<file path="config.mk">
export PLATFORM = sky130hd
export DESIGN_NAME = mem_port_arbiter
export DESIGN_NICKNAME = d
export VERILOG_FILES = /design/src/rtl/mem_port_pkg.sv /design/src/rtl/mem_align_check.sv /design/src/rtl/mem_port_arbiter.sv
export SDC_FILE = /design/constraint.sdc
export NUM_CORES = 1
export LEC_CHECK = 0
export CAP_MARGIN = 40
export CORE_UTILIZATION = 43
export DETAILED_ROUTE_END_ITERATION = 8
export PLACE_DENSITY = 0.8
export SLEW_MARGIN = 20
export SYNTH_ARGS = -nofsm -noshare
export SYNTH_HDL_FRONTEND = slang
export SYNTH_SLANG_ARGS = --single-unit
</file>
<file path="constraint.sdc">
create_clock -name clk -period 1.7 [get_ports clk]
set_input_delay 0.255 -clock clk [delete_from_list [all_inputs] [get_ports clk]]
set_output_delay 0.255 -clock clk [all_outputs]
set_load 0.05 [all_outputs]
</file>
<file path="src/rtl/mem_port_pkg.sv">
// Shared types and constants for the fetch/data memory port arbiter.
package mem_port_pkg;

  typedef logic [2:0] state_t;

  localparam state_t IDLE    = 3'd0;
  localparam state_t SERVE_I = 3'd1;
  localparam state_t SERVE_D = 3'd2;
  localparam state_t DONE_I  = 3'd3;
  localparam state_t DONE_D  = 3'd4;

  localparam logic [2:0] LB  = 3'b000;
  localparam logic [2:0] LH  = 3'b001;
  localparam logic [2:0] LW  = 3'b010;
  localparam logic [2:0] LBU = 3'b100;
  localparam logic [2:0] LHU = 3'b101;
  localparam logic [2:0] SB  = 3'b000;
  localparam logic [2:0] SH  = 3'b001;
  localparam logic [2:0] SW  = 3'b010;

  // Operands captured at grant time and replayed onto the memory port.
  typedef struct packed {
    logic        we;
    logic        misal;
    logic [2:0]  func3;
    logic [31:0] wdata;
  } xact_t;

endpackage

</file>
<file path="src/rtl/mem_align_check.sv">
// Combinational misalignment detector for RISC-V halfword/word accesses.
module mem_align_check
  import mem_port_pkg::*;
(
  input  logic [2:0] func3,
  input  logic [1:0] addr,   // only the low address bits matter
  output logic       misaligned
);

  always_comb begin
    misaligned = 1'b0;
    case (func3)
      LH, LHU: misaligned = addr[0];
      LW:      misaligned = |addr;
      default: misaligned = 1'b0;
    endcase
  end

endmodule

</file>
<file path="src/rtl/mem_port_arbiter.sv">
// Fetch/data arbiter onto one single-cycle memory port, 3 cycles per access.
// Define MEM_ALIGN_CHECK_EN to suppress and flag misaligned accesses.
module mem_port_arbiter
  import mem_port_pkg::*;
#(
  parameter int ADDR_W          = 8,
  parameter int DATA_STREAK_MAX = 4
) (
  input  logic              clk,
  input  logic              rst_n,
  input  logic              if_req,
  input  logic [ADDR_W-1:0] if_addr,
  output logic              if_ack,
  output logic [31:0]       if_rdata,
  input  logic              d_req,
  input  logic              d_we,
  input  logic [ADDR_W-1:0] d_addr,
  input  logic [2:0]        d_func3,
  input  logic [31:0]       d_wdata,
  output logic              d_ack,
  output logic [31:0]       d_rdata,
  output logic              d_err,
  output logic              mem_read,
  output logic              mem_write,
  output logic [ADDR_W-1:0] mem_addr,
  output logic [2:0]        mem_func3,
  output logic [31:0]       mem_wdata,
  input  logic [31:0]       mem_rdata
);

  localparam int CNT_W = $clog2(DATA_STREAK_MAX + 1);

  state_t            state;
  logic [CNT_W-1:0]  streak_cnt;
  logic [ADDR_W-1:0] lat_addr;
  xact_t             lat;

  logic              streak_full, grant_d, grant_i, serving;
  logic [ADDR_W-1:0] sel_addr;
  logic [2:0]        sel_func3;
  logic              sel_misal;

  assign streak_full = (streak_cnt == CNT_W'(DATA_STREAK_MAX));
  // Data wins by default; a saturated streak hands one slot to a waiting fetch.
  assign grant_d   = (state == IDLE) && d_req && !(if_req && streak_full);
  assign grant_i   = (state == IDLE) && if_req && !grant_d;
  assign sel_addr  = grant_d ? d_addr  : if_addr;
  assign sel_func3 = grant_d ? d_func3 : LW;

`ifdef MEM_ALIGN_CHECK_EN
  mem_align_check u_align (
    .func3      (sel_func3),
    .addr       (sel_addr[1:0]),
    .misaligned (sel_misal)
  );
  assign d_err = (state == DONE_D) && lat.misal;
`else
  assign sel_misal = 1'b0;
  assign d_err     = 1'b0;
`endif

  // Port outputs decode from state so an async reset silences them at once.
  assign serving   = (state == SERVE_I) || (state == SERVE_D);
  assign mem_read  = serving && !lat.we && !lat.misal;
  assign mem_write = serving &&  lat.we && !lat.misal;
  assign mem_addr  = serving ? lat_addr  : '0;
  assign mem_func3 = serving ? lat.func3 : 3'b000;
  assign mem_wdata = serving ? lat.wdata : 32'h0;
  assign if_ack    = (state == DONE_I);
  assign d_ack     = (state == DONE_D);

  always_ff @(posedge clk or negedge rst_n) begin
    if (!rst_n) begin
      state      <= IDLE;
      streak_cnt <= '0;
      lat_addr   <= '0;
      lat        <= '0;
      if_rdata   <= 32'h0;
      d_rdata    <= 32'h0;
    end else begin
      case (state)
        IDLE: begin
          if (grant_d) begin
            state     <= SERVE_D;
            lat_addr  <= sel_addr;
            lat.we    <= d_we;
            lat.misal <= sel_misal;
            lat.func3 <= sel_func3;
            lat.wdata <= d_wdata;
            if (!if_req)          streak_cnt <= '0;
            else if (!streak_full) streak_cnt <= streak_cnt + 1'b1;
          end else if (grant_i) begin
            state      <= SERVE_I;
            lat_addr   <= sel_addr;
            lat.we     <= 1'b0;
            lat.misal  <= sel_misal;
            lat.func3  <= sel_func3;
            lat.wdata  <= 32'h0;
            streak_cnt <= '0;
          end
        end
        SERVE_I: begin
          if_rdata <= lat.misal ? 32'h0 : mem_rdata;
          state    <= DONE_I;
        end
        SERVE_D: begin
          d_rdata <= (lat.we || lat.misal) ? 32'h0 : mem_rdata;
          state   <= DONE_D;
        end
        default: state <= IDLE;
      endcase
    end
  end

endmodule

</file>
# Word level (Yosys, flattened, before mapping)
# Index checks and enable logic that the tools add are counted.
# word_totals
ramBits	0
n_memories	0
in_bits	88
mem_bits_ro	0
wordCells	54
latch_bits	0
output_inout_bits	112
register_bits	115
# op_classes
mux	18
shift	0
eq_ne	7
div_mod_pow	0
add_sub_neg	1
n_bitwise	0
multipliers	0
order_cmp	0
n_reduce_logical	19
# ops
operator	count
two-way mux 32 bit	3
two-way mux 37 bit	2
two-way mux 8 bit	4
two-way mux 3 bit	8
logical AND 1 bit	9
case mux 3 bit (3 select lines)	1
equality test 3 x 2 -> 1 bit (second input constant)	2
equality test 3 bit (second input constant)	2
inequality test 3 bit (second input constant)	2
logical NOT 1 bit	4
adder 3 x 1 -> 3 bit (second input constant)	1
equality test 3 x 1 -> 1 bit (second input constant)	1
logical NOT 3 bit	1
AND reduction 3 bit	1
logical OR 1 bit	2
AND reduction 2 bit	1
nonzero test 2 bit	1

# Longest topological paths before layout
# Gate-level depths: netlist of the first run.
# depth
word_depth	9
mapped_depth	7
depth_no_buf	5

# Worst setup path before layout of the first run
# Ideal clock, no wire load.
# synth_path
path_type	reg2out
startpoint	reg state[1]
endpoint	out mem_read
path_slack_ns	-0.221
arrival_ns	1.666
required_time_ns	1.445
path_stages_with_launch	3
n_path_buf	0
cell_sequence	dfrtp_1 xnor2_1 nor3_1
# synth_via
elab_chain_len	4
word_cells_on_any_way	5
classes_between	eq/ne (2); reduce/logical (3)
# synth_lines
item	line	source
start: declaration	mem_port_arbiter.sv:33	state_t state;
start signal: assignment	mem_port_arbiter.sv:74	state <= IDLE;
start signal: assignment	mem_port_arbiter.sv:84	state <= SERVE_D;
start signal: assignment	mem_port_arbiter.sv:93	state <= SERVE_I;
equality test 3 x 1 -> 1 bit / equality test 3 x 2 -> 1 bit (equally long branches)	mem_port_arbiter.sv:63	assign serving = (state == SERVE_I) || (state == SERVE_D);
logical OR 1 bit *	mem_port_arbiter.sv:63	
logical AND 1 bit * (2 in series)	mem_port_arbiter.sv:64	assign mem_read = serving && !lat.we && !lat.misal;
end: declaration	mem_port_arbiter.sv:23	output logic mem_read,
# Every way passes the cells marked *; elsewhere a longest branch is shown, timed or not.

# Worst setup path after layout of the first run
# layout_path
startpoint	reg state[0]
endpoint	out mem_addr[2]
# layout_via
elab_chain_len	3
word_cells_on_any_way	4
classes_between	eq/ne (2); mux (1); reduce/logical (1)
# layout_lines
item	line	source
equality test 3 x 1 -> 1 bit / equality test 3 x 2 -> 1 bit (equally long branches)	mem_port_arbiter.sv:63	
logical OR 1 bit *	mem_port_arbiter.sv:63	
two-way mux 8 bit *	mem_port_arbiter.sv:66	assign mem_addr = serving ? lat_addr : '0;
end: declaration	mem_port_arbiter.sv:25	output logic [ADDR_W-1:0] mem_addr,
# Marks and branches as above.

==> out/metrics.cfg, run 1 <==
[sta]
fin_crit_sh_pct = 120
timing.fmax_mhz = 490
clock_skew_ps = 8.92
rsz0062_at_grt = true
layout_setup_ws_ps = -340
setup_viol = 91
fin_hold_ws_ps = 323
hold_viol_final = 0
slew_violations = 0
period_needed_ps = 2040

[die]
coreArea_um2 = 10900
dieArea_um2 = 11700
die_x_um = 108
pin_count = 200
start_util_pct = 44.4
die_y_um = 108
row_count = 38

[placement]
place_ws_ps = 1.21
dp_hpwl_um = 9320
port_buffers = 198
globalplace.congestion = 0.735
post_dp_cell_area_um2 = 7320

[power_and_ir_drop]
p_seq_share_pct = 21.6
p_leak_nw = 3.87
switching_share_pct = 43.5
max-vdd-ir-drop_uv = 2000
p_int_w = 0.0125
power.density_nw_per_um2 = 2620
p_sw_w = 0.00963
clkPwrFrac_pct = 17.1
p_comb_share_pct = 61.4

[cells_and_area]
drive_above_1_share_pct = 42.7
final_common_cell = dfrtp_1
multiInputGateArea_um2 = 2020
postLayoutCellArea_um2 = 8460
nets = 705
diodes = 0
area_delta_synth_final_pct = 74.3
final_util_pct = 77.4
nFillCells = 677
layout_common_cells = dfrtp_1, clkdlybuf4s50_1, buf_4, buf_12, and2_4
seq_area_um2 = 2860

[setup_path]
start_kind = flip-flop
crit_fanout = 5
reg2reg_slack_ps = -120
required_ps = 1440
endpoint_kind = output pin
path_class = flip-flop to output pin
cp.arrival_ps = 1790

[run]
max_cap_viol_count = 0

[clock_network]
cts_tree = done
clockBufferDepth = 2
clock_latency_ps = 420
clk_pin_slew_ps = 50
numCtsBuffers = 17
clock-sinks = 114
htreeDepth = 4
cts_root_buffer = clkbuf_16

[global_routing]
gr-total-overflow = 0
antenna_found_initial = 0
grt_use_total_pct = 25.6
grt_pass1_vias = 4235
grt_pass1_wl_um = 22200
grt_max_degree = 66

[logic_synthesis]
yosys_warnings = 0
synth_cell_types = 34
yosysSeqAreaShare_pct = 58.8
synth_edf_count = 0
synthFlopType = dfrtp_1
synth_cells = 400
synth.ff_latch_count = 114
synthArstFlopShare_pct = 100
syn_nets = 490
syn_area_um2 = 4850
avgSynthCellArea_um2 = 12.1

[route]
vias = 4031
drt_iter0_markers = 210
via_per_inst = 5.25
wire_per_inst_um = 20.1
dr.pass1.iters = 4
ant_nets = 0
remaining_drc_errors = 0
routed_wl_um = 15500

[worst_hold_path]
worstHoldPathType = input pin to asynchronous set/reset pin

[status]
violations = negative setup slack
status = finished with violations

[final timing paths]
path / startpoint / end / cells after the start
max: state[0] / mem_addr[2] / 6
min: rst_n / if_rdata[19] / 2
max reg2reg: state[0] / lat[15] / 6
min reg2reg: d_rdata[3] / d_rdata[3] / 2
max in group asynchronous: rst_n / state[0] / 3
min in group clk: mem_rdata[21] / d_rdata[21] / 3
[cells in the mapped netlist (2+ instances only)]
master    instances  area share [%]
o221a_2           8             1.9
mux2_1            2            0.46
nand2_1          35             2.7
ha_1              2            0.52
mux2_2           30             7.0
buf_6             5             1.2
a22o_1           35             6.3
o21ai_1          33             3.4
clkbuf_2          4            0.41
clkbuf_1          7            0.54
nor3b_1           2            0.31
inv_1             4            0.31
nand3_1           2            0.21
nand2b_1         33             4.3
and2_1           44             5.7
dfrtp_1         114              59
buf_2             9            0.93
nand4b_1          8             1.4
o22ai_1           3            0.39
buf_4             6            0.93
[cells by family after synthesis]
group	count (synthesis)	share of synthesized area [%]
AO/OA/AOI/OAI	84	12.8
XOR/XNOR	1	0.181
adder cells (fa/ha/maj)	2	0.516
buffers and inverters	35	4.28
flip-flops	114	58.8
multiplexers	32	7.43
other	1	0.0773
AND/OR/NAND/NOR	131	15.9
[what timing repair did]
| item | CTS | global route |
|---|---|---|
| endpoints found under the hold margin | 29 | 0 |
| gates resized for setup | 39 | 42 |
| pin swaps | 7 | 15 |
| gates cloned | 2 | 6 |
| setup endpoints to repair | 45 | 158 |
| setup buffers | 3 | 4 |
| hold buffers | 1 | 0 |
[routing by layer]
| metal | up-vias | share of wire [%] | track usage (%) |
|---|---|---|---|
| met5 | - | 0 | 0 |
| met4 | 0 | 2.5 | 12.6 |
| met3 | 31 | 4.5 | 5.91 |
| met2 | 146 | 54 | 44.3 |
| met1 | 2034 | 39 | 29.9 |
| li1 | 1820 | - | - |
[power by group through the flow]
stage	sequential, W	clock [W]	combinational [W]
after CTS	0.00471	0.00381	0.0127
after global routing	0.00491	0.00396	0.0141
after global placement	0.00463	0	0.0116
final	0.00477	0.00378	0.0136
after detailed placement	0.00470	0	0.0118
after floorplan	0.00708	0	0.00474
[worst max-delay path, stage by stage (launching register included)]
cell and delay [ps]:
dfrtp_2 440, xnor2_4 170, nor2_4 180, buf_12 150, clkbuf_16 150, and2_4 150
buf_12 130
[stage by stage]
stage          power [W]  setup TNS, ps  instances
2_1_floorplan     0.0118              0        400
3_3_place_gp      0.0162              0        720
3_5_place_dp      0.0165              0        720
4_1_cts           0.0212         -12280        758
5_1_grt           0.0230         -20170        768
6_report          0.0221         -15110        768
[cell type report]
cell class                      instances  share of cell area [%]
Sequential cell                       114                    33.8
Clock inverter                         11                    1.86
Inverter                                4                   0.177
Tap cell                              140                    2.07
Timing Repair Buffer                  227                    32.7
Clock buffer                           21                    5.56
Multi-Input combinational cell        251                    23.9
[state kept, by name, indices dropped and copies added, names as in the netlist]
signal / cells
lat: 36
d_rdata: 32
if_rdata: 32
lat_addr: 8
state: 3
streak_cnt: 3
No activity file was read; power rests on OpenSTA's default activity.
==> inputs of run 2 (changes only) <==
--- a/config.mk
+++ b/config.mk
@@ -6,6 +6,7 @@
 export NUM_CORES = 1
 export LEC_CHECK = 0
 export CAP_MARGIN = 40
+export CORE_MARGIN = 3
 export CORE_UTILIZATION = 43
 export DETAILED_ROUTE_END_ITERATION = 8
 export PLACE_DENSITY = 0.8
==> run 2 against run 1 <==
Against the previous run:
- the flow still finishes with violations (negative setup slack)
- hold slack worse by 110 ps
- critical endpoint is now mem_wdata[2]
- global-route usage fell by 1.9 points
- setup slack improved by 14 ps
- clock power shrank 16%
- critical path type unchanged
==> out/metrics.cfg, run 2 (synthesis gave the netlist of run 1 again) <==
[setup_path]
start_kind = flip-flop
cp.arrival_ps = 1770  ; -20 ps
required_ps = 1440  ; about the same
path_class = flip-flop to output pin
endpoint_kind = output pin
crit_fanout = 6  ; +1

[route]
wire_per_inst_um = 20.9  ; +4.0%
vias = 4092  ; +1.5%
drt_iter0_markers = 268  ; +28%
dr.pass1.iters = 4  ; unchanged
via_per_inst = 5.33  ; +1.5%
routed_wl_um = 16100  ; +4.0%
ant_nets = 0  ; unchanged
remaining_drc_errors = 0  ; unchanged

[die]
pin_count = 200  ; unchanged
start_util_pct = 44.4  ; unchanged
dieArea_um2 = 12600  ; +7.5%
row_count = 38  ; unchanged
coreArea_um2 = 10900  ; unchanged
die_x_um = 112  ; +3.7%
die_y_um = 112  ; +3.7%

[cells_and_area]
drive_above_1_share_pct = 42.5  ; -0.16 points
top_register = lat
reg_top3 = lat (36), d_rdata (32), if_rdata (32)
nets = 707  ; +0.28%
area_delta_synth_final_pct = 72.9
diodes = 0  ; unchanged
final_util_pct = 76.7  ; -0.62 points
layout_common_cells = dfrtp_1, clkdlybuf4s50_1, buf_4, buf_12, and2_4
largest_reg_flops = 36  ; unchanged
nFillCells = 676  ; -0.15%
final_common_cell = dfrtp_1

[sta]
period_needed_ps = 2030  ; -14.3 ps
hold_viol_final = 0  ; unchanged
rsz0062_at_grt = true
tns_ps = -13590  ; +1520 ps
fin_hold_ws_ps = 213  ; -110 ps
setup_viol = 62  ; -32%
fin_crit_sh_pct = 119  ; -0.84 points
slew_violations = 0  ; unchanged
clock_skew_ps = 7.12  ; -1.79 ps
timing.fmax_mhz = 494  ; +0.70%
layout_setup_ws_ps = -326  ; +14.3 ps

[global_routing]
antenna_found_initial = 0  ; unchanged
grt_use_total_pct = 23.7  ; -1.9 points
grt_pass1_vias = 4321  ; +2.0%
grt_max_degree = 66  ; unchanged
gr-total-overflow = 0  ; unchanged
grt_pass1_wl_um = 23300  ; +4.9%

[clock_network]
cts_root_buffer = clkbuf_16
cts_tree = done
clock-sinks = 114  ; unchanged
clock_latency_ps = 410  ; about the same
clockBufferDepth = 2  ; unchanged
htreeDepth = 4  ; unchanged
numCtsBuffers = 17  ; unchanged
clk_pin_slew_ps = 50  ; about the same

[power_and_ir_drop]
max-vdd-ir-drop_uv = 1960  ; -2.0%
p_leak_nw = 3.85  ; -0.45%
power.density_nw_per_um2 = 2610  ; -0.44%

[placement]
port_buffers = 198  ; unchanged
globalplace.congestion = 0.804  ; +9.4%
dp_hpwl_um = 9720  ; +4.4%

[run]
max_cap_viol_count = 0  ; unchanged

[status]
status = finished with violations
violations = negative setup slack

[worst_hold_path]
worstHoldPathType = input pin to asynchronous set/reset pin

[run 2: where the power goes]
group	internal [W]	total, W	switching [W]	leakage (nW)
sequential	0.00397	0.00481	0.000838	1.41
clock	0.00202	0.00317	0.00116	0.271
combinational	0.00620	0.0139	0.00768	2.17
total	0.0122	0.0219	0.00968	3.85
[run 2: worst paths after layout]
kind	startpoint	to	slack, ps	cells after the start
worst max-delay path	state[1]	mem_wdata[2]	-330	6
worst min-delay path	rst_n	lat[2]	210	2
worst min register to register	d_rdata[1]	d_rdata[1]	490	2
max in group asynchronous	rst_n	if_rdata[7]	940	3
min in group clk	mem_rdata[31]	d_rdata[31]	430	3
worst max register to register	state[1]	if_rdata[22]	-10	6
[run 2: stage by stage]
step	total power (W)	area [µm²]	worst slack, ps	std cells
after floorplan	0.0118	4860	17.1	400
after global placement	0.0163	7330	70.0	721
after detailed placement	0.0166	7330	8.61	721
after CTS	0.0207	8080	-317	758
after global routing	0.0227	8390	-377	768
final	0.0219	8390	-326	768
[run 2: area by class of cell]
class	instances	area, µm²	share of cell area (%)
Multi-Input combinational cell	251	2060	24.5
Sequential cell	114	2860	34.0
Clock inverter	6	30.0	0.358
Tap cell	140	175	2.09
Inverter	4	15.0	0.179
Timing Repair Buffer	229	2750	32.8
Clock buffer	24	502	5.98
[run 2: repair_timing]
| action | CTS | global route |
|---|---|---|
| setup endpoints to repair | 55 | 157 |
| setup buffers | 4 | 5 |
| pin swaps | 4 | 10 |
| hold endpoints to repair | 114 | 0 |
| gates cloned | 2 | 5 |
| gates resized for setup | 40 | 46 |
| hold buffers | 1 | 0 |
[run 2: critical path, cell delays in order (launching register included)]
cell and delay, ps:
dfrtp_2 450, xnor2_4 150, nor2_4 160, buf_4 160, clkbuf_16 150, and2_4 150, buf_12 130
[run 2: metal layers]
metal	vias to the layer above	wire (µm)	GRT usage, %
li1	1823	-	-
met1	2053	6420	28.1
met2	168	8180	40.1
met3	48	781	5.71
met4	0	702	12.3
met5	-	0	0
